===== src/rtl/key_logic_lab_if.sv =====
// key_logic_lab_if: raw key inputs and LED/buzzer outputs of the key logic block.
interface key_logic_lab_if #(parameter int N_KEY = 4);
   logic [N_KEY-1:0] key_sw;
   logic [3:0]       led;
   logic             buzzer;
   modport master (output key_sw, input led, buzzer);
   modport slave (input key_sw, output led, buzzer);
endinterface


===== src/rtl/key_logic_lab.sv =====
// key_logic_lab: debounced keys; one cycles a reduction logic mode, the rest are operands.
// LEDs show mode and result; every press fires a retriggerable buzzer tone burst.
module key_logic_lab #(
   parameter int N_KEY            = 4,
   parameter int DEBOUNCE_CYCLES  = 500000,
   parameter int TONE_HALF_CYCLES = 25000,
   parameter int BURST_CYCLES     = 2500000
) (
   input logic            clk,
   input logic            reset_n,
   key_logic_lab_if.slave bus
);
   localparam int DW = $clog2(DEBOUNCE_CYCLES + 1);
   localparam int TW = $clog2(TONE_HALF_CYCLES + 1);
   localparam int BW = $clog2(BURST_CYCLES + 1);
   localparam logic [DW-1:0] D_LAST = DW'(DEBOUNCE_CYCLES - 1);
   localparam logic [TW-1:0] T_LAST = TW'(TONE_HALF_CYCLES - 1);
   localparam logic [BW-1:0] B_LOAD = BW'(BURST_CYCLES);
   localparam logic [BW-1:0] B_ONE  = BW'(1);

   logic [N_KEY-1:0] s1, s2, pressed_sync, deb, flip, press;
   logic [N_KEY-2:0] ops;
   logic [2:0]       mode, mode_nxt;
   logic             result, active, any_press, tone_wrap, burst_end;
   logic [TW-1:0]    tone;
   logic [BW-1:0]    burst;

   assign pressed_sync = ~s2;
   assign press        = flip & ~deb;
   assign any_press    = |press;
   assign ops          = deb[N_KEY-2:0];
   assign tone_wrap    = tone == T_LAST;
   assign burst_end    = active && !any_press && burst == B_ONE;

   for (genvar k = 0; k < N_KEY; k++) begin : g_deb
      logic [DW-1:0] cnt;
      always_ff @(posedge clk or negedge reset_n)
         if (!reset_n) cnt <= '0;
         else cnt <= (pressed_sync[k] == deb[k] || cnt == D_LAST) ? '0 : cnt + 1'b1;
      assign flip[k] = pressed_sync[k] != deb[k] && cnt == D_LAST;
   end

   // modes 6-7 are unreachable but decode as XOR and wrap to 0
   always_comb begin
      mode_nxt = mode >= 3'd5 ? 3'd0 : mode + 3'd1;
      result   = mode == 3'd1 ? ~^ops :
                 mode == 3'd2 ?  &ops :
                 mode == 3'd3 ?  |ops :
                 mode == 3'd4 ? ~&ops :
                 mode == 3'd5 ? ~|ops : ^ops;
   end

   always_ff @(posedge clk or negedge reset_n)
      if (!reset_n) begin
         s1      <= '1;
         s2      <= '1;
         deb     <= '0;
         mode    <= '0;
         bus.led <= 4'hf;
      end else begin
         s1      <= bus.key_sw;
         s2      <= s1;
         deb     <= deb ^ flip;
         mode    <= press[N_KEY-1] ? mode_nxt : mode;
         bus.led <= {~mode, ~result};
      end

   // a retrigger reloads the burst length but leaves the tone phase running
   always_ff @(posedge clk or negedge reset_n)
      if (!reset_n) begin
         active     <= 1'b0;
         burst      <= '0;
         tone       <= '0;
         bus.buzzer <= 1'b0;
      end else if (burst_end) begin
         active     <= 1'b0;
         burst      <= '0;
         tone       <= '0;
         bus.buzzer <= 1'b0;
      end else begin
         active     <= active | any_press;
         burst      <= any_press ? B_LOAD : active ? burst - 1'b1 : burst;
         tone       <= !active ? '0 : tone_wrap ? '0 : tone + 1'b1;
         bus.buzzer <= active && tone_wrap ? ~bus.buzzer : bus.buzzer;
      end
endmodule


===== src/flat_wrapper.sv =====
// flat-port wrapper written by rule: the top's interface ports become plain ports
module key_logic_lab_flat 
#(
   parameter int N_KEY            = 4,
   parameter int DEBOUNCE_CYCLES  = 500000,
   parameter int TONE_HALF_CYCLES = 25000,
   parameter int BURST_CYCLES     = 2500000
)
  (clk, reset_n, bus_key_sw, bus_led, bus_buzzer);
  key_logic_lab_if #(.N_KEY(N_KEY)) bus_i ();
  input logic clk;
  input logic reset_n;
  input wire logic [$bits(bus_i.key_sw)-1:0] bus_key_sw;
  output wire logic [$bits(bus_i.led)-1:0] bus_led;
  output wire logic [$bits(bus_i.buzzer)-1:0] bus_buzzer;
  assign bus_i.key_sw = bus_key_sw;
  assign bus_led = bus_i.led;
  assign bus_buzzer = bus_i.buzzer;
  key_logic_lab #(.N_KEY(N_KEY), .DEBOUNCE_CYCLES(DEBOUNCE_CYCLES), .TONE_HALF_CYCLES(TONE_HALF_CYCLES), .BURST_CYCLES(BURST_CYCLES)) u_core (.clk(clk), .reset_n(reset_n), .bus(bus_i));
endmodule

===== config.mk =====
export PLATFORM = sky130hd
export DESIGN_NAME = key_logic_lab_flat
export DESIGN_NICKNAME = d
export VERILOG_FILES = /design/src/rtl/key_logic_lab_if.sv /design/src/rtl/key_logic_lab.sv /design/src/flat_wrapper.sv
export SDC_FILE = /design/constraint.sdc
export NUM_CORES = 1
export LEC_CHECK = 0
export BUFFER_PORTS_ARGS = -buffer_cell sky130_fd_sc_hd__buf_4
export CORE_ASPECT_RATIO = 0.9
export CORE_MARGIN = 5
export CORE_UTILIZATION = 50
export DETAILED_ROUTE_END_ITERATION = 16
export PLACE_DENSITY = 0.64
export SYNTH_ARGS = -nofsm -noshare
export SYNTH_HDL_FRONTEND = slang
export SYNTH_SLANG_ARGS = --single-unit

===== constraint.sdc =====
create_clock -name clk -period 2.7 [get_ports clk]
set_input_delay 0.405 -clock clk [delete_from_list [all_inputs] [get_ports clk]]
set_output_delay 0.405 -clock clk [all_outputs]
set_load 0.05 [all_outputs]

==> Yosys cells after proc, flatten, opt, wreduce, memory -nomap -nowiden <==
Index checks and enable logic that the tools add are counted.
{ "totals": {"regBits": 134, "inputBits": 6, "output_inout_bits": 5, "wordCells": 88} }
{ "op_classes": {"n_addsub": 7, "n_lt_le_gt_ge": 1, "n_eq_ne": 19, "n_mux": 19, "bitwise_logic": 8, "reduce_logical": 21} }
{ "op_table": {"columns": ["op", "count"], "rows": [
  ["$add 19x1->19 const B", 4],
  ["$eq 19x19->1 const B", 4],
  ["$mux 19", 4],
  ["$mux 22", 3],
  ["$mux 15", 3],
  ["$eq 22x1->1 const B", 1],
  ["$sub 22x1->22 const B", 1],
  ["$add 15x1->15 const B", 1],
  ["$eq 15x15->1 const B", 1],
  ["$mux 1", 8],
  ["$not 4->4", 2],
  ["$logic_and 1x1->1", 7],
  ["$eq 3x2->1 const B", 2],
  ["$eq 3x3->1 const B", 2],
  ["$and 4x4->4", 1],
  ["$eq 1x1->1", 4],
  ["$logic_or 1x1->1", 4],
  ["$ne 1x1->1", 4],
  ["$reduce_or 4->1", 1],
  ["$xor 4x4->4", 1],
  ["$add 3x1->3 const B", 1],
  ["$eq 3x1->1 const B", 1],
  ["$ge 3x3->1 const B", 1],
  ["$logic_not 1->1", 3],
  ["10 further kinds", 11]
]} }

==> Logic depth before layout (Yosys ltp) <==
{ "depth": {"depth_word": 9, "ltp_mapped": 12, "mapped_depth_nobuf": 9} }

==> Worst setup path before layout <==
Ideal clock, no wire load.
{ "synth_path": {"path_kind": "flip-flop to flip-flop", "start": "register u_core.g_deb[1].cnt[0]", "end": "register u_core.burst[14]", "setup_ns": 0.074, "arrival_ns": 2.594, "required_ns": 2.626, "path_slack_ns": 0.032, "path_stages_with_launch": 11, "n_path_buf": 2, "period_less_slack_ns": 2.668, "path_cell_list": "dfrtp_1 > ha_1 > and4_1 > clkbuf_1 > nand3_1 > nor2_1 > ha_1 > or4_1 > clkbuf_1 > or4b_1 > o21ai_2"} }
{ "synth_via": {"elab_chain_cells": 8, "elab_cells_between_ends": 10, "classes_between": "eq/ne (1); mux (2); bitwise (1); reduce/logical (6)"} }
{ "synth_lines": {"columns": ["item", "line_no", "text"], "rows": [
  ["from (decl)", "key_logic_lab.sv:36", "logic [DW-1:0] cnt;"],
  ["from (signal assigned)", "key_logic_lab.sv:39", "else cnt <= (pressed_sync[k] == deb[k] || cnt == D_LAST) ? '0 : cnt + 1'b1;"],
  ["$eq 19x19->1 (*)", "key_logic_lab.sv:40", "assign flip[k] = pressed_sync[k] != deb[k] && cnt == D_LAST;"],
  ["$logic_and 1x1->1 (*)", "key_logic_lab.sv:40", null],
  ["$and 4x4->4 (*)", "key_logic_lab.sv:29", "assign press = flip & ~deb;"],
  ["$reduce_or 4->1 (*)", "key_logic_lab.sv:30", "assign any_press = |press;"],
  ["$logic_not 1->1", "key_logic_lab.sv:33", "assign burst_end = active && !any_press && burst == B_ONE;"],
  ["$logic_and 1x1->1 (2 in a row)", "key_logic_lab.sv:33", null],
  ["$reduce_bool 3->1 (no source line) / $mux 22 (equally long branches)", null, null],
  ["to (signal assigned)", "key_logic_lab.sv:82", "burst <= any_press ? B_LOAD : active ? burst - 1'b1 : burst;"],
  ["to (decl)", "key_logic_lab.sv:26", "logic [BW-1:0] burst;"]
]} }
Every way passes the cells marked *; elsewhere a longest branch is shown, timed or not.
A chain may end at the register's enable or synchronous reset.

==> Worst setup path in the final report <==
{ "layout_path": {"start": "register u_core.g_deb[1].cnt[12]", "end": "register u_core.burst[17]"} }
Same word-level chain as after synthesis.

==> results.md <==
- Status: complete, no violations
- Worst skew pair latency: 0.41 ns
- Share of the synthesized area in the top cell type: 0.4543
- Signal arrival time at the worst endpoint: 2.92 ns
- Area Growth Syn to Fin: 18.56%
- Post-synthesis sequential area ratio: 0.5012
- Antenna diode count: 0
- Vias in the first global route: around 5000
- Post-synthesis cell type count: between 50 and 60
- RSZ-0062 raised after global routing: yes
- Max_slew headroom: 0.4844
- Total die area: 15860 um2
- Clock tree buffer depth: 2
- Number of antenna-violating nets in the routed design: 0
- Synth Area per Inst: between 9 and 10 um2
- Register bit count reported by yosys: 134
- Fin cells: about 900
- Post-synth ARST share: 1.000
- Syn nets: between 600 and 700
- Crit path kind: register to register
- Cell area after layout: 7968 um2
- Post-synth EDFFs: 0
- Max-slew violation count: 0
- I/O Buffers: 10
- Routed WL per cell: 15.11 um
- Reg power frac: 0.440
- Maximum vdd drop: 0.8254 mV
- Vias per cell: 5.750
- Antenna violations before repair: 0
- Switch Pwr: approximately 0.92 mW
- TritonCTS Buffers: 17
- Fin. Hold Viols: 0
- Worst-margin pin slew: 0.7728 ns
- Hold path cells: 1
- Setup crit end kind: register
- Root Buffer: clkbuf_16
- Most common flop cell mapped by yosys: dfrtp_1
- Nets: 742
- LEAKAGE: 3.395 nW
- F_max: 0.3800 GHz
- Util after Layout: 0.6008
- Cells after Synth: 675
- DP Cell Count: about 850
- Max Fanout on Critical Path: 6
- Most numerous cell in the Yosys netlist: dfrtp_1
- 1st-iter DRT viols: between 300 and 400
- Total GRT Usage: 0.1735
- Synth top area cells: dfrtp_1 (45%), xor2_1 (6.0%), dfstp_2 (4.7%)
- CP max stage cell: or4_4
- Worst Path Required: between 2 and 3 ns
- Clock sink count: 134
- IO Count: 11
- Post-Synthesis Cell Area: about 6700 um2
- Post-place instance area: 7108 um2
- Routed wire length: 13590 um
- HPWL Detailed: 8784 um
- Hold crit path type: primary input to register
- Drt pass-1 iters: 4
- Final setup fails: 0
- Area leader, netlist: dfrtp_1
- Hold wc startpoint: bus_key_sw[3]
- Layout cells sized above 1: 0.1696
- Grt ovf: 0
- Critical Path, Cell by Cell: or4_4 > nor4_4 > nand3_1 > nor2_1 > ha_2 > or4_4 > buf_6 > buf_6 > o211ai_1 > o31ai_1 > o21ai_1
- Num rows: 40
- Effective utilization at floorplan: 0.5067
- Yosys Warn Count: 0
- Via Count: just over 5000
- CTS tree: done
- Htree depth: 4
- Worst-path clk slew: ~0.06 ns
- Internal cell power: between 3 and 4 mW
- Die Wd: approximately 130 um
- R2R Path End: u_core.burst[17]
- Post-synth top cells: dfrtp_1 (122), nor2_1 (84), xor2_1 (46)
- R2R depth: 11
- Crit share post-route: 0.9746
- Largest net degree at the start of global routing: 60
- Endpoint, Worst Hold: u_core.s1[3]
- Die Ht: 120.0 um
- Reg2Reg Setup Slack: 0.07 ns
- R2r startpoint: u_core.g_deb[1].cnt[12]
- Global placer's final weighted congestion: between 0.8 and 0.9
- Logic pwr share: 0.026
- Part of the power in the clock network: 0.534
- Cell Pwr Density: 584.5 nW/um2
- Post-route DRC: 0
- Core ar.: 13260 um2
- Crit path time final: ~2.6 ns
- First-pass GRT wire length: 23140 um
- Worst setup SP type: register
- Skew final: 0.009556 ns
- Switching share of power: 0.1975
- Max-cap viol count: 0
- Max incr delay on CP: around 0.55 ns
-- placed cells by master (no fill, tap or decap), types with 6 or more instances in the layout --
| cell type | instances |
|---|---|
| dfrtp_1 | 122 |
| nor2_1 | 83 |
| xor2_1 | 46 |
| buf_4 | 42 |
| nand3_1 | 38 |
| nand4_1 | 32 |
| nand2_1 | 32 |
| o21ai_0 | 30 |
| inv_1 | 29 |
| a21oi_1 | 29 |
| or3_1 | 20 |
| clkbuf_16 | 17 |
| o31ai_1 | 15 |
| or4_1 | 15 |
| xnor2_1 | 15 |
| and4_1 | 13 |
| dfstp_2 | 12 |
| ha_1 | 10 |
| nor3_1 | 9 |
| ha_2 | 8 |
| o22ai_1 | 6 |
-- cell type report --
type / instances / area, um2
timing repair buffer: 51 / 422.9
inverter: 29 / 108.9
sequential: 134 / 3368
multi-input combinational: 485 / 3224
clock inverter: 9 / 175.2
clock buffer: 23 / 457.9
fill: 1069 / 5295
tap: 168 / 210.2
-- kinds of logic (layout without fill, tap and decap cells) --
logic type	count (synthesis)	after routing	share of synthesized area
buffers and inverters	56	112	0.03444
flip-flops	134	134	0.5012
XOR/XNOR	61	61	0.07950
adder cells (fa/ha/maj)	18	18	0.03351
AND/OR/NAND/NOR	292	292	0.2432
AO/OA/AOI/OAI	113	113	0.1065
multiplexers	1	1	0.001676
-- worst max path at each step --
stage                             from          endpoint  slack (ns)  cells after the start
3_3_place_gp    u_core.g_deb[0].cnt[0]  u_core.burst[12]        0.04                     10
5_1_grt        u_core.g_deb[1].cnt[12]  u_core.burst[17]       -0.09                     11
2_1_floorplan   u_core.g_deb[1].cnt[0]  u_core.burst[14]        0.03                     10
3_5_place_dp    u_core.g_deb[0].cnt[0]  u_core.burst[13]       -0.02                     11
6_report       u_core.g_deb[1].cnt[12]  u_core.burst[17]        0.07                     11
4_1_cts         u_core.g_deb[0].cnt[0]   u_core.burst[7]        0.02                     11
-- metrics by stage --
step                TNS (ns)  hold WS, ns  total power, mW  worst slack, ns
CTS                        0      0.07740            4.707          0.01969
global placement           0       0.3463            2.195          0.04118
detailed placement  -0.07776       0.3472            2.199         -0.01904
finish                     0      0.09908            4.657          0.06862
global route         -0.1829      0.07091            4.833         -0.08663
floorplan                  0       0.1094            2.127          0.03168
-- repair_timing --
action | CTS | global route
setup buffers | 1 | 10
setup endpoints to repair | 6 | 31
pin swaps | 2 | 10
gates resized for setup | 1 | 32
cloned | 0 | 2
hold buffers | 1 | 0
endpoints found under the hold margin | 51 | 0
-- flip-flops by register name, summed over array words and instances, names as in the netlist --
register           count
u_core.g_deb.cnt      76
u_core.burst          22
u_core.tone           15
u_core.bus.led         4
u_core.deb             4
u_core.s1              4
u_core.s2              4
u_core.mode            3
u_core.active          1
u_core.bus.buzzer      1
-- power by group through the flow --
stage / registers, mW / logic, mW / clock network, mW
global placement: 2.08 / 0.112 / 0
finish: 2.05 / 0.120 / 2.49
global route: 2.05 / 0.140 / 2.64
detailed placement: 2.08 / 0.115 / 0
CTS: 2.05 / 0.116 / 2.54
floorplan: 2.08 / 0.0433 / 0
-- worst max-delay path, delay by kind of cell (launching register included) --
kind / cells / cell delay [ns]
AO/OA/AOI/OAI: 3 / 0.55
adder cells (fa/ha/maj): 1 / 0.19
buffers and inverters: 2 / 0.23
flip-flops: 1 / 0.37
AND/OR/NAND/NOR: 5 / 1.16
-- per-layer routing --
metal | wire length, um | share of wire | track usage | up-vias
met4 | 140 | 0.010 | 0.04898 | 0
met1 | 6682 | 0.49 | 0.2398 | 2539
met2 | 6335 | 0.47 | 0.2696 | 79
met5 | 0 | 0 | 0 | -
met3 | 428 | 0.032 | 0.04778 | 11
li1 | - | - | - | 2540
No activity file was read; power rests on OpenSTA's default activity.
